<file path="src/rtl/show_cmd_sequencer_pkg.sv">
// Shared types and constants for the overlay command sequencer.
package show_cmd_sequencer_pkg;

  localparam int A_W     = 7;   // character code width
  localparam int L_W     = 8;   // overlay coordinate width
  localparam int PHASE_W = 7;   // glyph scan counter width (8x16 cells)
  localparam int HOLD_W  = 17;  // wide enough for a full-screen clear

  localparam logic [1:0] OP_CLEAR = 2'd0;
  localparam logic [1:0] OP_RECT  = 2'd1;
  localparam logic [1:0] OP_CHAR  = 2'd2;

  localparam logic [A_W-1:0] ASCII_CLEAR  = 7'd0;
  localparam logic [A_W-1:0] ASCII_RECT   = 7'd1;
  localparam logic [A_W-1:0] ASCII_NODRAW = 7'd32;

  localparam int GLYPH_CYCLES = 128;
  localparam int DRAIN_CYCLES = 2;
  localparam int CLEAR_LINE   = 256;

  typedef enum logic [1:0] {
    ST_IDLE,
    ST_ALIGN,
    ST_DRAW,
    ST_DRAIN
  } state_e;

  // Command as captured from the handshake.
  typedef struct packed {
    logic [1:0]     op;
    logic [A_W-1:0] ascii;
    logic [2:0]     color;
    logic [L_W-1:0] x1;
    logic [L_W-1:0] y1;
    logic [L_W-1:0] x2;
    logic [L_W-1:0] y2;
  } cmd_t;

  // Parameter set presented to the draw stage.
  typedef struct packed {
    logic [A_W-1:0] ascii;
    logic [2:0]     color;
    logic [L_W-1:0] x;
    logic [L_W-1:0] y;
    logic [L_W-1:0] x1;
    logic [L_W-1:0] y1;
    logic [L_W-1:0] x2;
    logic [L_W-1:0] y2;
    logic [L_W-1:0] ys;
    logic [L_W-1:0] ye;
  } draw_t;

  localparam draw_t DRAW_IDLE = '{ascii: ASCII_NODRAW, color: 3'd0,
                                  x: 8'd0, y: 8'd0, x1: 8'd0, y1: 8'd0,
                                  x2: 8'd0, y2: 8'd0, ys: 8'd0, ye: 8'd0};

endpackage

</file>
<file path="src/rtl/show_cmd_sequencer_if.sv">
// Command channel between a command source and the sequencer.
interface show_cmd_sequencer_if;
  import show_cmd_sequencer_pkg::*;

  logic           cmd_valid;
  logic           cmd_ready;
  logic [1:0]     cmd_op;
  logic [A_W-1:0] cmd_ascii;
  logic [2:0]     cmd_color;
  logic [L_W-1:0] cmd_x1;
  logic [L_W-1:0] cmd_y1;
  logic [L_W-1:0] cmd_x2;
  logic [L_W-1:0] cmd_y2;

  modport master (
    output cmd_valid, cmd_op, cmd_ascii, cmd_color,
           cmd_x1, cmd_y1, cmd_x2, cmd_y2,
    input  cmd_ready
  );

  modport slave (
    input  cmd_valid, cmd_op, cmd_ascii, cmd_color,
           cmd_x1, cmd_y1, cmd_x2, cmd_y2,
    output cmd_ready
  );

endinterface

</file>
<file path="src/rtl/show_cmd_sequencer.sv">
// Sequences clear/rect/char commands into the overlay draw stage, holding
// each parameter set for exactly the draw stage's scan time.
module show_cmd_sequencer
  import show_cmd_sequencer_pkg::*;
(
  input  logic                 sys_clk,
  input  logic                 sys_rst,
  show_cmd_sequencer_if.slave  cmd,
  output logic [A_W-1:0]       o_ascii,
  output logic [2:0]           o_color,
  output logic [L_W-1:0]       o_x,
  output logic [L_W-1:0]       o_y,
  output logic [L_W-1:0]       o_x1,
  output logic [L_W-1:0]       o_y1,
  output logic [L_W-1:0]       o_x2,
  output logic [L_W-1:0]       o_y2,
  output logic [L_W-1:0]       o_ys,
  output logic [L_W-1:0]       o_ye,
  output logic                 o_busy,
  output logic                 o_err
);

  // Scan cycles needed by the draw stage for one command.
  function automatic logic [HOLD_W-1:0] hold_count(cmd_t c);
    logic [10:0]       rect_n;
    logic [HOLD_W-1:0] clr_n;
    rect_n = ((({3'b0, c.x2} - {3'b0, c.x1}) + ({3'b0, c.y2} - {3'b0, c.y1})) << 1) + 11'd2;
    // One spare line absorbs whatever phase the scanner is at on entry.
    clr_n  = (({9'b0, c.y2} - {9'b0, c.y1} + 17'd1) << 8) + 17'(CLEAR_LINE);
    case (c.op)
      OP_RECT:  hold_count = {6'b0, rect_n};
      OP_CLEAR: hold_count = clr_n;
      default:  hold_count = 17'(GLYPH_CYCLES);
    endcase
  endfunction

  // Ops 0/1 are encoded as ascii 0/1, so a char using those codes would alias them.
  function automatic logic cmd_legal(cmd_t c);
    case (c.op)
      OP_CHAR:  cmd_legal = (c.ascii > ASCII_RECT);
      OP_RECT:  cmd_legal = (c.x2 >= c.x1) && (c.y2 >= c.y1);
      OP_CLEAR: cmd_legal = (c.y2 >= c.y1);
      default:  cmd_legal = 1'b0;
    endcase
  endfunction

  function automatic draw_t draw_of(cmd_t c);
    draw_t d;
    d = DRAW_IDLE;
    case (c.op)
      OP_CHAR: begin
        d.ascii = c.ascii;
        d.color = c.color;
        d.x     = c.x1;
        d.y     = c.y1;
      end
      OP_RECT: begin
        d.ascii = ASCII_RECT;
        d.color = c.color;
        d.x1    = c.x1;
        d.y1    = c.y1;
        d.x2    = c.x2;
        d.y2    = c.y2;
      end
      default: begin
        d.ascii = ASCII_CLEAR;
        d.ys    = c.y1;
        d.ye    = c.y2;
      end
    endcase
    draw_of = d;
  endfunction

  state_e              state_q, state_d;
  logic [PHASE_W-1:0]  phase_q, phase_d;
  logic [HOLD_W-1:0]   cnt_q, cnt_d;
  cmd_t                lat_q, lat_d;
  draw_t               out_q, out_d;
  logic                err_q, err_d;
  logic                rdy_q, rdy_d;
  logic                busy_q, busy_d;

  cmd_t                cmd_in;
  logic                xfer;

  assign cmd_in = {cmd.cmd_op, cmd.cmd_ascii, cmd.cmd_color,
                   cmd.cmd_x1, cmd.cmd_y1, cmd.cmd_x2, cmd.cmd_y2};
  assign xfer   = cmd.cmd_valid && rdy_q;

  // Next state, hold counter and output parameter set.
  always_comb begin
    state_d = state_q;
    phase_d = phase_q + 7'd1;
    cnt_d   = cnt_q;
    lat_d   = lat_q;
    out_d   = out_q;
    err_d   = 1'b0;
    case (state_q)
      ST_IDLE: begin
        if (xfer) begin
          if (!cmd_legal(cmd_in)) begin
            err_d = 1'b1;
          end else if (cmd_in.op == OP_CHAR) begin
            lat_d   = cmd_in;
            state_d = ST_ALIGN;
          end else begin
            out_d   = draw_of(cmd_in);
            cnt_d   = hold_count(cmd_in);
            state_d = ST_DRAW;
          end
        end
      end
      ST_ALIGN: begin
        // Load on the last phase so the glyph is presented at phase 0.
        if (phase_q == 7'd127) begin
          out_d   = draw_of(lat_q);
          cnt_d   = 17'(GLYPH_CYCLES);
          state_d = ST_DRAW;
        end
      end
      ST_DRAW: begin
        if (cnt_q == 17'd1) begin
          out_d   = DRAW_IDLE;
          cnt_d   = 17'(DRAIN_CYCLES);
          state_d = ST_DRAIN;
        end else begin
          cnt_d = cnt_q - 17'd1;
        end
      end
      default: begin
        // Idle pattern flushes the draw stage's internal pipeline.
        if (cnt_q == 17'd1) begin
          state_d = ST_IDLE;
        end else begin
          cnt_d = cnt_q - 17'd1;
        end
      end
    endcase
    rdy_d  = (state_d == ST_IDLE);
    busy_d = (state_d != ST_IDLE);
  end

  // State registers; reset aborts any command and restores idle outputs.
  always_ff @(posedge sys_clk or posedge sys_rst) begin
    if (sys_rst) begin
      state_q <= ST_IDLE;
      phase_q <= '0;
      cnt_q   <= '0;
      lat_q   <= '0;
      out_q   <= DRAW_IDLE;
      err_q   <= 1'b0;
      rdy_q   <= 1'b1;
      busy_q  <= 1'b0;
    end else begin
      state_q <= state_d;
      phase_q <= phase_d;
      cnt_q   <= cnt_d;
      lat_q   <= lat_d;
      out_q   <= out_d;
      err_q   <= err_d;
      rdy_q   <= rdy_d;
      busy_q  <= busy_d;
    end
  end

  assign cmd.cmd_ready = rdy_q;
  assign o_ascii = out_q.ascii;
  assign o_color = out_q.color;
  assign o_x     = out_q.x;
  assign o_y     = out_q.y;
  assign o_x1    = out_q.x1;
  assign o_y1    = out_q.y1;
  assign o_x2    = out_q.x2;
  assign o_y2    = out_q.y2;
  assign o_ys    = out_q.ys;
  assign o_ye    = out_q.ye;
  assign o_busy  = busy_q;
  assign o_err   = err_q;

endmodule

</file>
<file path="src/flat_wrapper.sv">
// flat-port wrapper written by rule: the top's interface ports become plain ports
module show_cmd_sequencer_flat import show_cmd_sequencer_pkg::*;
  (sys_clk, sys_rst, o_ascii, o_color, o_x, o_y, o_x1, o_y1, o_x2, o_y2, o_ys, o_ye, o_busy, o_err, cmd_cmd_valid, cmd_cmd_op, cmd_cmd_ascii, cmd_cmd_color, cmd_cmd_x1, cmd_cmd_y1, cmd_cmd_x2, cmd_cmd_y2, cmd_cmd_ready);
  show_cmd_sequencer_if cmd_i ();
  input  logic sys_clk;
  input  logic sys_rst;
  output logic [A_W-1:0] o_ascii;
  output logic [2:0] o_color;
  output logic [L_W-1:0] o_x;
  output logic [L_W-1:0] o_y;
  output logic [L_W-1:0] o_x1;
  output logic [L_W-1:0] o_y1;
  output logic [L_W-1:0] o_x2;
  output logic [L_W-1:0] o_y2;
  output logic [L_W-1:0] o_ys;
  output logic [L_W-1:0] o_ye;
  output logic o_busy;
  output logic o_err;
  input wire logic [$bits(cmd_i.cmd_valid)-1:0] cmd_cmd_valid;
  input wire logic [$bits(cmd_i.cmd_op)-1:0] cmd_cmd_op;
  input wire logic [$bits(cmd_i.cmd_ascii)-1:0] cmd_cmd_ascii;
  input wire logic [$bits(cmd_i.cmd_color)-1:0] cmd_cmd_color;
  input wire logic [$bits(cmd_i.cmd_x1)-1:0] cmd_cmd_x1;
  input wire logic [$bits(cmd_i.cmd_y1)-1:0] cmd_cmd_y1;
  input wire logic [$bits(cmd_i.cmd_x2)-1:0] cmd_cmd_x2;
  input wire logic [$bits(cmd_i.cmd_y2)-1:0] cmd_cmd_y2;
  output wire logic [$bits(cmd_i.cmd_ready)-1:0] cmd_cmd_ready;
  assign cmd_i.cmd_valid = cmd_cmd_valid;
  assign cmd_i.cmd_op = cmd_cmd_op;
  assign cmd_i.cmd_ascii = cmd_cmd_ascii;
  assign cmd_i.cmd_color = cmd_cmd_color;
  assign cmd_i.cmd_x1 = cmd_cmd_x1;
  assign cmd_i.cmd_y1 = cmd_cmd_y1;
  assign cmd_i.cmd_x2 = cmd_cmd_x2;
  assign cmd_i.cmd_y2 = cmd_cmd_y2;
  assign cmd_cmd_ready = cmd_i.cmd_ready;
  show_cmd_sequencer u_core (.sys_clk(sys_clk), .sys_rst(sys_rst), .cmd(cmd_i), .o_ascii(o_ascii), .o_color(o_color), .o_x(o_x), .o_y(o_y), .o_x1(o_x1), .o_y1(o_y1), .o_x2(o_x2), .o_y2(o_y2), .o_ys(o_ys), .o_ye(o_ye), .o_busy(o_busy), .o_err(o_err));
endmodule
</file>
<file path="config.mk">
export PLATFORM = sky130hd
export DESIGN_NAME = show_cmd_sequencer_flat
export DESIGN_NICKNAME = d
export VERILOG_FILES = /design/src/rtl/show_cmd_sequencer_pkg.sv /design/src/rtl/show_cmd_sequencer_if.sv /design/src/rtl/show_cmd_sequencer.sv /design/src/flat_wrapper.sv
export SDC_FILE = /design/constraint.sdc
export NUM_CORES = 1
export LEC_CHECK = 0
export BUFFER_PORTS_ARGS = -buffer_cell sky130_fd_sc_hd__buf_2
export CORE_ASPECT_RATIO = 1.5
export CORE_MARGIN = 10
export CORE_UTILIZATION = 60
export CTS_CLUSTER_SIZE = 40
export DETAILED_ROUTE_END_ITERATION = 7
export PLACE_DENSITY = 0.84
export SKIP_CTS_REPAIR_TIMING = 1
export SYNTH_ARGS = -nofsm -noshare
export SYNTH_HDL_FRONTEND = slang
export SYNTH_SLANG_ARGS = --single-unit
</file>
<file path="constraint.sdc">
create_clock -name sys_clk -period 11.5 [get_ports sys_clk]
set_input_delay 2.3 -clock sys_clk [delete_from_list [all_inputs] [get_ports sys_clk]]
set_output_delay 2.3 -clock sys_clk [all_outputs]
set_load 0.02 [all_outputs]
</file>
==> out/qor.txt, run 1 <==
GP Congestion - 0.889
Inserted Clock Buffers - 17
row cnt - 55
total routed wirelength - 23.0 mm
XOR/XNOR Fraction of Synth Area - 4.01%
DRC violations left - 0
post-synth cell types - 71
Post-Route Skew - 0.00981 ns
proportion of layout cells with a drive suffix above 1 - 32.2%
first-pass GRT wire length - 37.6 mm
sequential-to-total area share from yosys stat - 40.5%
num ports - 124
initial antenna violation count - 1
vias per cell - 6.15
Max-cap violations - 0
clk_lat worst skew - 0.44 ns
area of the mapped netlist - 9080 um2
DIE AREA - 20600 um2
FFs w/ async S/R, synth - 100%
Die H - 171 um
outcome - finished clean
Hold Slack - 0.448 ns
Layout area overhead - 14.7%
DR WL/cell - 20.5 um
antenna-violating nets left - 0
post-synthesis mux area share - 17.0%
Core Box Area - 15000 um2
#FFs+latches synth - 147
maximum vdd drop - 0.113 mV
Setup crit start kind - input port
Slew headroom - 19.6%
vias in the first global route - 7178
most common cell in the netlist - dfrtp_1
root buf cell - clkbuf_16
leakage - 5.52 nW
largest cells by area after synthesis - dfrtp_1, mux2_4, ha_1
Tmin final - 5.45 ns
Worst setup EP type - register
Mean Syn Cell Area - 11.3 um2
Max clock buf depth - 2
Congestion Overflow GR - 0
CP Class - in -> reg
worst hold path class - reg -> reg
simple logic cell fraction of the synthesized area - 10.6%
synthesized instance count - 801
PD cells - 130 nW/um2
yosys warns - 0
fin area - 10400 um2
largest area contributor in the netlist - dfrtp_1
Final Hold Vio Count - 0
vias - 6899
Pwr Total - 1.36 mW
All-Layer GR Usage - 22.7%
initial drt markers - 372
Port Buf Inserts - 123
Post-synth EDFFs - 0
Main synth FF type - dfrtp_1
Clock Sinks - 147
Max Transition Viols Final - 0
period utilization - 47.4%
Synth Area in Compound Gates - 15.0%
setup TNS - 0 ns
Arr. time, crit path - 5.80 ns
largest family of logic cells by synthesized area - multiplexers
Post-synth top cells - dfrtp_1, mux2_4, inv_1
detailed-router iteration count before antenna repair - 5
Reg clk slew, reported paths - 0.06 ns
Placed Area - 9800 um2
initial core utilization - 60.5%
largest net degree at the start of global routing - 78
Achievable Freq - 183 MHz
Net Count, Synth - 902
RSZ-0062 raised after global routing - no
die width - 120 um
Final setup viols - 0
Slew @ Worst Pin - 1.21 ns
Post-DP HPWL - 16.4 mm
Crit Path Max Fanout - 6
CTS H-Tree Depth - 4
adder-cell share of the synthesized area - 8.19%
post-synth top area share - 40.0%
CTS tree - built
WP data required - 11.85 ns
# nets final - 1009
-- flip-flops by register name (all words and copies together), names as in the netlist, 3 cells and up --
signal          cells
u_core.o_x          8
u_core.o_ys         8
u_core.o_color      3
u_core.o_y2         8
u_core.o_x2         8
u_core.phase_q      7
u_core.o_ascii      7
u_core.o_y1         8
u_core.lat_q       44
u_core.o_x1         8
u_core.cnt_q       17
u_core.o_ye         8
u_core.o_y          8
-- worst max-delay path: stages --
cell      delay, ns
buf_2          0.12
inv_1          0.07
ha_1           0.18
inv_1          0.06
fa_1           0.41
a21o_1         0.19
a21oi_1        0.23
xnor2_1        0.10
ha_1           0.39
nand4b_1       0.15
a32oi_1        0.33
nand3_1        0.15
or4b_2         0.63
a311o_1        0.33
o211ai_1       0.16
-- layer usage --
metal | GRT usage (%) | share of wire, % | up-vias
met3 | 3.76 | 4.6 | 61
li1 | - | - | 3173
met2 | 39.6 | 53 | 235
met1 | 26.5 | 39 | 3430
met4 | 10.9 | 3.7 | 0
met5 | 0 | 0 | -
-- cell families after synthesis --
kind of cell,count (synthesis)
simple gates,173
flops,147
fa+ha+maj,54
compound gates,176
buf+inv,97
xor+xnor,40
mux,114
-- layout by cell type, fill, tap and decap left out, types with 5 or more instances in the layout --
cell         n
ha_1        45
nor2_1      24
buf_4        6
a21o_1       5
dfrtp_1    145
a21oi_1     20
and3_1      27
o211ai_1     7
o21ai_0     18
clkbuf_16   17
a22o_1      44
buf_2      123
inv_6        5
nor2b_1      5
xor2_1      20
o32ai_1      5
nand4_1      6
o31ai_1      7
nor3_1      13
nand2_1     31
xnor2_1     19
fa_1         9
a31o_2       6
nand2b_1     8
mux2_2      43
nand3_1     25
a32o_1      16
o22ai_1      5
inv_1       55
a31oi_1      8
mux2_4      70
-- power by group --
part | switching [mW] | internal, mW
Combinational | 0.152 | 0.102
Sequential | 0 | 0.517
Clock | 0.236 | 0.350
Total | 0.388 | 0.969
-- final cells by class --
type                       instances  area (um2)
multi-input combinational        557        4990
fill                            1129        4590
clock inverter                    14         175
antenna                            1        2.50
inverter                          56         215
tap                              199         249
clock buffer                      18         439
timing repair buffer             129         661
sequential                       147        3680
-- worst paths after layout --
path	from	end	slack, ns	cells past startpoint
max	cmd_cmd_x2[0]	u_core.cnt_q[7]	6.05	15
min	u_core.phase_q[0]	u_core.phase_q[0]	0.45	1
max reg2reg	u_core.cnt_q[2]	u_core.o_y1[5]	7.99	8
min reg2reg	u_core.phase_q[0]	u_core.phase_q[0]	0.45	1
max in group asynchronous	sys_rst	u_core.lat_q[43]	8.11	3
min in group asynchronous	sys_rst	u_core.o_y1[7]	1.96	2
-- metrics by stage --
step / setup WS, ns / utilization [%] / instances
floorplan: 5.25 / - / 801
finish: 6.05 / 69.4 / 1121
CTS: 6.11 / 69.4 / 1120
detailed placement: 5.67 / 65.3 / 1088
global placement: 5.73 / 65.3 / 1088
global route: 5.80 / 69.4 / 1121
Power figures use the tool's default switching activity.
==> inputs of run 2 (changes only) <==
- CORE_UTILIZATION: 60 -> 59
- PLACE_DENSITY: 0.84 -> 0.83
- clock period: 11.5 -> 5.61 ns (I/O delays scaled with it)
==> run 2 against run 1 <==
Against the previous run: worst hold slack worse by 0.0046 ns; final cell count up 0.45%; wire length up 2.1%; sequential power up 110%; sequential share of layout area down 0.12 points; register-to-register slack worse by 5.7 ns; critical endpoint unchanged; largest power group unchanged; highest routed layer unchanged.
==> out/qor.txt, run 2 (same netlist as run 1, synthesis figures left out) <==
Port Buf Inserts - 123 (unchanged)
Core Box Area - 15100 um2 (+0.46%)
die width - 121 um (+0.70%)
Fillers - 1071 (-5.1%)
vias per cell - 6.21 (+0.84%)
Die H - 172 um (+0.74%)
maximum vdd drop - 0.183 mV (+62%)
number of flip-flops in the largest register - 44 (unchanged)
commonest non-fill, non-tap cell in the layout - dfrtp_1
initial antenna violation count - 0 (-1)
vias - 6988 (+1.3%)
worst hold path class - reg -> reg
Biggest register - u_core.lat_q
Arr. time, crit path - 4.63 ns (-1.17 ns)
All-Layer GR Usage - 22.7% (-0.050 points)
grt met1 use - 25.4% (-1.1 points)
setup TNS - 0 ns (unchanged)
Clock Sinks - 147 (unchanged)
Achievable Freq - 233 MHz
first-pass GRT wire length - 37.8 mm (+0.59%)
root buf cell - clkbuf_16
commonest cells after routing, fill and taps aside - dfrtp_1, buf_2, mux2_4, inv_1, ha_1
Inserted Clock Buffers - 17 (unchanged)
Crit Path Max Fanout - 6 (unchanged)
R2R depth - 8 (unchanged)
DIE AREA - 20900 um2 (+1.5%)
R2R Path End - u_core.o_y1[2]
met2 Usage GRT - 39.9% (+0.35 points)
Regs by FF count - u_core.lat_q: 44 flops, u_core.cnt_q: 17 flops
clk_lat worst skew - 0.43 ns (about the same)
Worst setup EP type - register
Setup crit start kind - input port
# nets final - 1014 (+0.50%)
initial drt markers - 476 (+28%)
Tmin final - 4.29 ns
num ports - 124 (unchanged)
RSZ-0062 raised after global routing - no
Reg clk slew, reported paths - 0.06 ns (about the same)
initial core utilization - 60.2% (-0.28 points)
leakage - 5.53 nW (+0.23%)
CP Class - in -> reg
register area - 3680 um2 (unchanged)
period utilization - 76.5%
Final setup viols - 0 (unchanged)
DR WL/cell - 20.8 um (+1.6%)
Hold Startpoint - u_core.phase_q[0]
Post-DP HPWL - 16.5 mm (+0.74%)
Congestion Overflow GR - 0 (unchanged)
CTS tree - built
WP data required - 5.95 ns (-5.90 ns)
Max-cap violations - 0 (unchanged)
DRC violations left - 0 (unchanged)
GP Congestion - 0.866 (-2.6%)
Max Transition Viols Final - 0 (unchanged)
Most Crowded Layer GR - met2
PD cells - 261 nW/um2 (+100%)
Layout area overhead - 15.1%
Slew @ Worst Pin - 1.15 ns (-0.0522 ns)
footprint of the multi-input gates - 4990 um2 (unchanged)
proportion of layout cells with a drive suffix above 1 - 32.4% (+0.15 points)
met3 Use GR - 4.41% (+0.65 points)
worst reg-to-reg setup slack - 2.34 ns (-5.65 ns)
vias in the first global route - 7451 (+3.8%)
Post-Route Skew - 0.0151 ns (+0.00528 ns)
detailed-router iteration count before antenna repair - 5 (unchanged)
total routed wirelength - 23.5 mm (+2.1%)
hold path cells - 1 (unchanged)
Max clock buf depth - 2 (unchanged)
worst r2r src - u_core.cnt_q[2]
outcome - finished clean
Final Hold Vio Count - 0 (unchanged)
Hold Slack - 0.444 ns (-0.00464 ns)
Slew headroom - 23.1% (+3.5 points)
row cnt - 55 (unchanged)
largest net degree at the start of global routing - 54 (-31%)
antenna-violating nets left - 0 (unchanged)
Hold EP - u_core.phase_q[0]
CTS H-Tree Depth - 4 (unchanged)
==> run 2: metal layers <==
| layer | part of all wire, % | wire [um] |
|---|---|---|
| met1 | 39 | 9070 |
| met2 | 53 | 12500 |
| met3 | 4.8 | 1130 |
| met4 | 3.5 | 819 |
| met5 | 0 | 0 |
==> run 2: how the worst max path moves through the flow <==
stage	from	endpoint	slack, ns	cells after the start
after global placement	cmd_cmd_x2[0]	u_core.cnt_q[7]	1.06	15
after floorplan	sys_rst	u_core.cnt_q[0]	0.54	1
after global routing	cmd_cmd_x2[0]	u_core.cnt_q[7]	1.10	15
final	cmd_cmd_x2[0]	u_core.cnt_q[7]	1.32	15
after detailed placement	cmd_cmd_x2[0]	u_core.cnt_q[7]	0.96	15
after CTS	cmd_cmd_x2[0]	u_core.cnt_q[7]	1.37	15
==> run 2: where the power goes <==
part | internal, mW | total [mW] | switching (mW)
logic | 0.209 | 0.522 | 0.313
clock network | 0.680 | 1.14 | 0.464
registers | 1.06 | 1.06 | 0
==> run 2: area by class of cell <==
class                           instances  area share [%]
Multi-Input combinational cell        557            47.8
Sequential cell                       147            35.2
Timing Repair Buffer                  134            6.92
Clock buffer                           21            4.41
Tap cell                              199            2.38
Inverter                               56            2.06
Clock inverter                         11            1.21
Antenna cell                            1          0.0240
==> run 2: per-stage QoR <==
stage               instance area [um2]  setup WS, ns  utilization, %  power [mW]  std cells
floorplan                          9080         0.540               -        1.47        801
global placement                   9860          1.06            65.4        1.58       1093
detailed placement                 9860         0.960            65.4        1.59       1093
CTS                               10400          1.37            69.3        2.73       1125
global route                      10400          1.10            69.3        2.83       1125
finish                            10400          1.32            69.3        2.73       1126
==> run 2: critical path, stage by stage <==
cell and delay [ns]:
buf_2 0.11, inv_1 0.05, ha_1 0.21, inv_1 0.07, fa_1 0.40, a21o_1 0.17
a21oi_1 0.23, xnor2_1 0.12, ha_1 0.40, nand4b_1 0.15, a32oi_1 0.34, nand3_1 0.15
or4b_2 0.63, a311o_1 0.33, o211ai_1 0.16
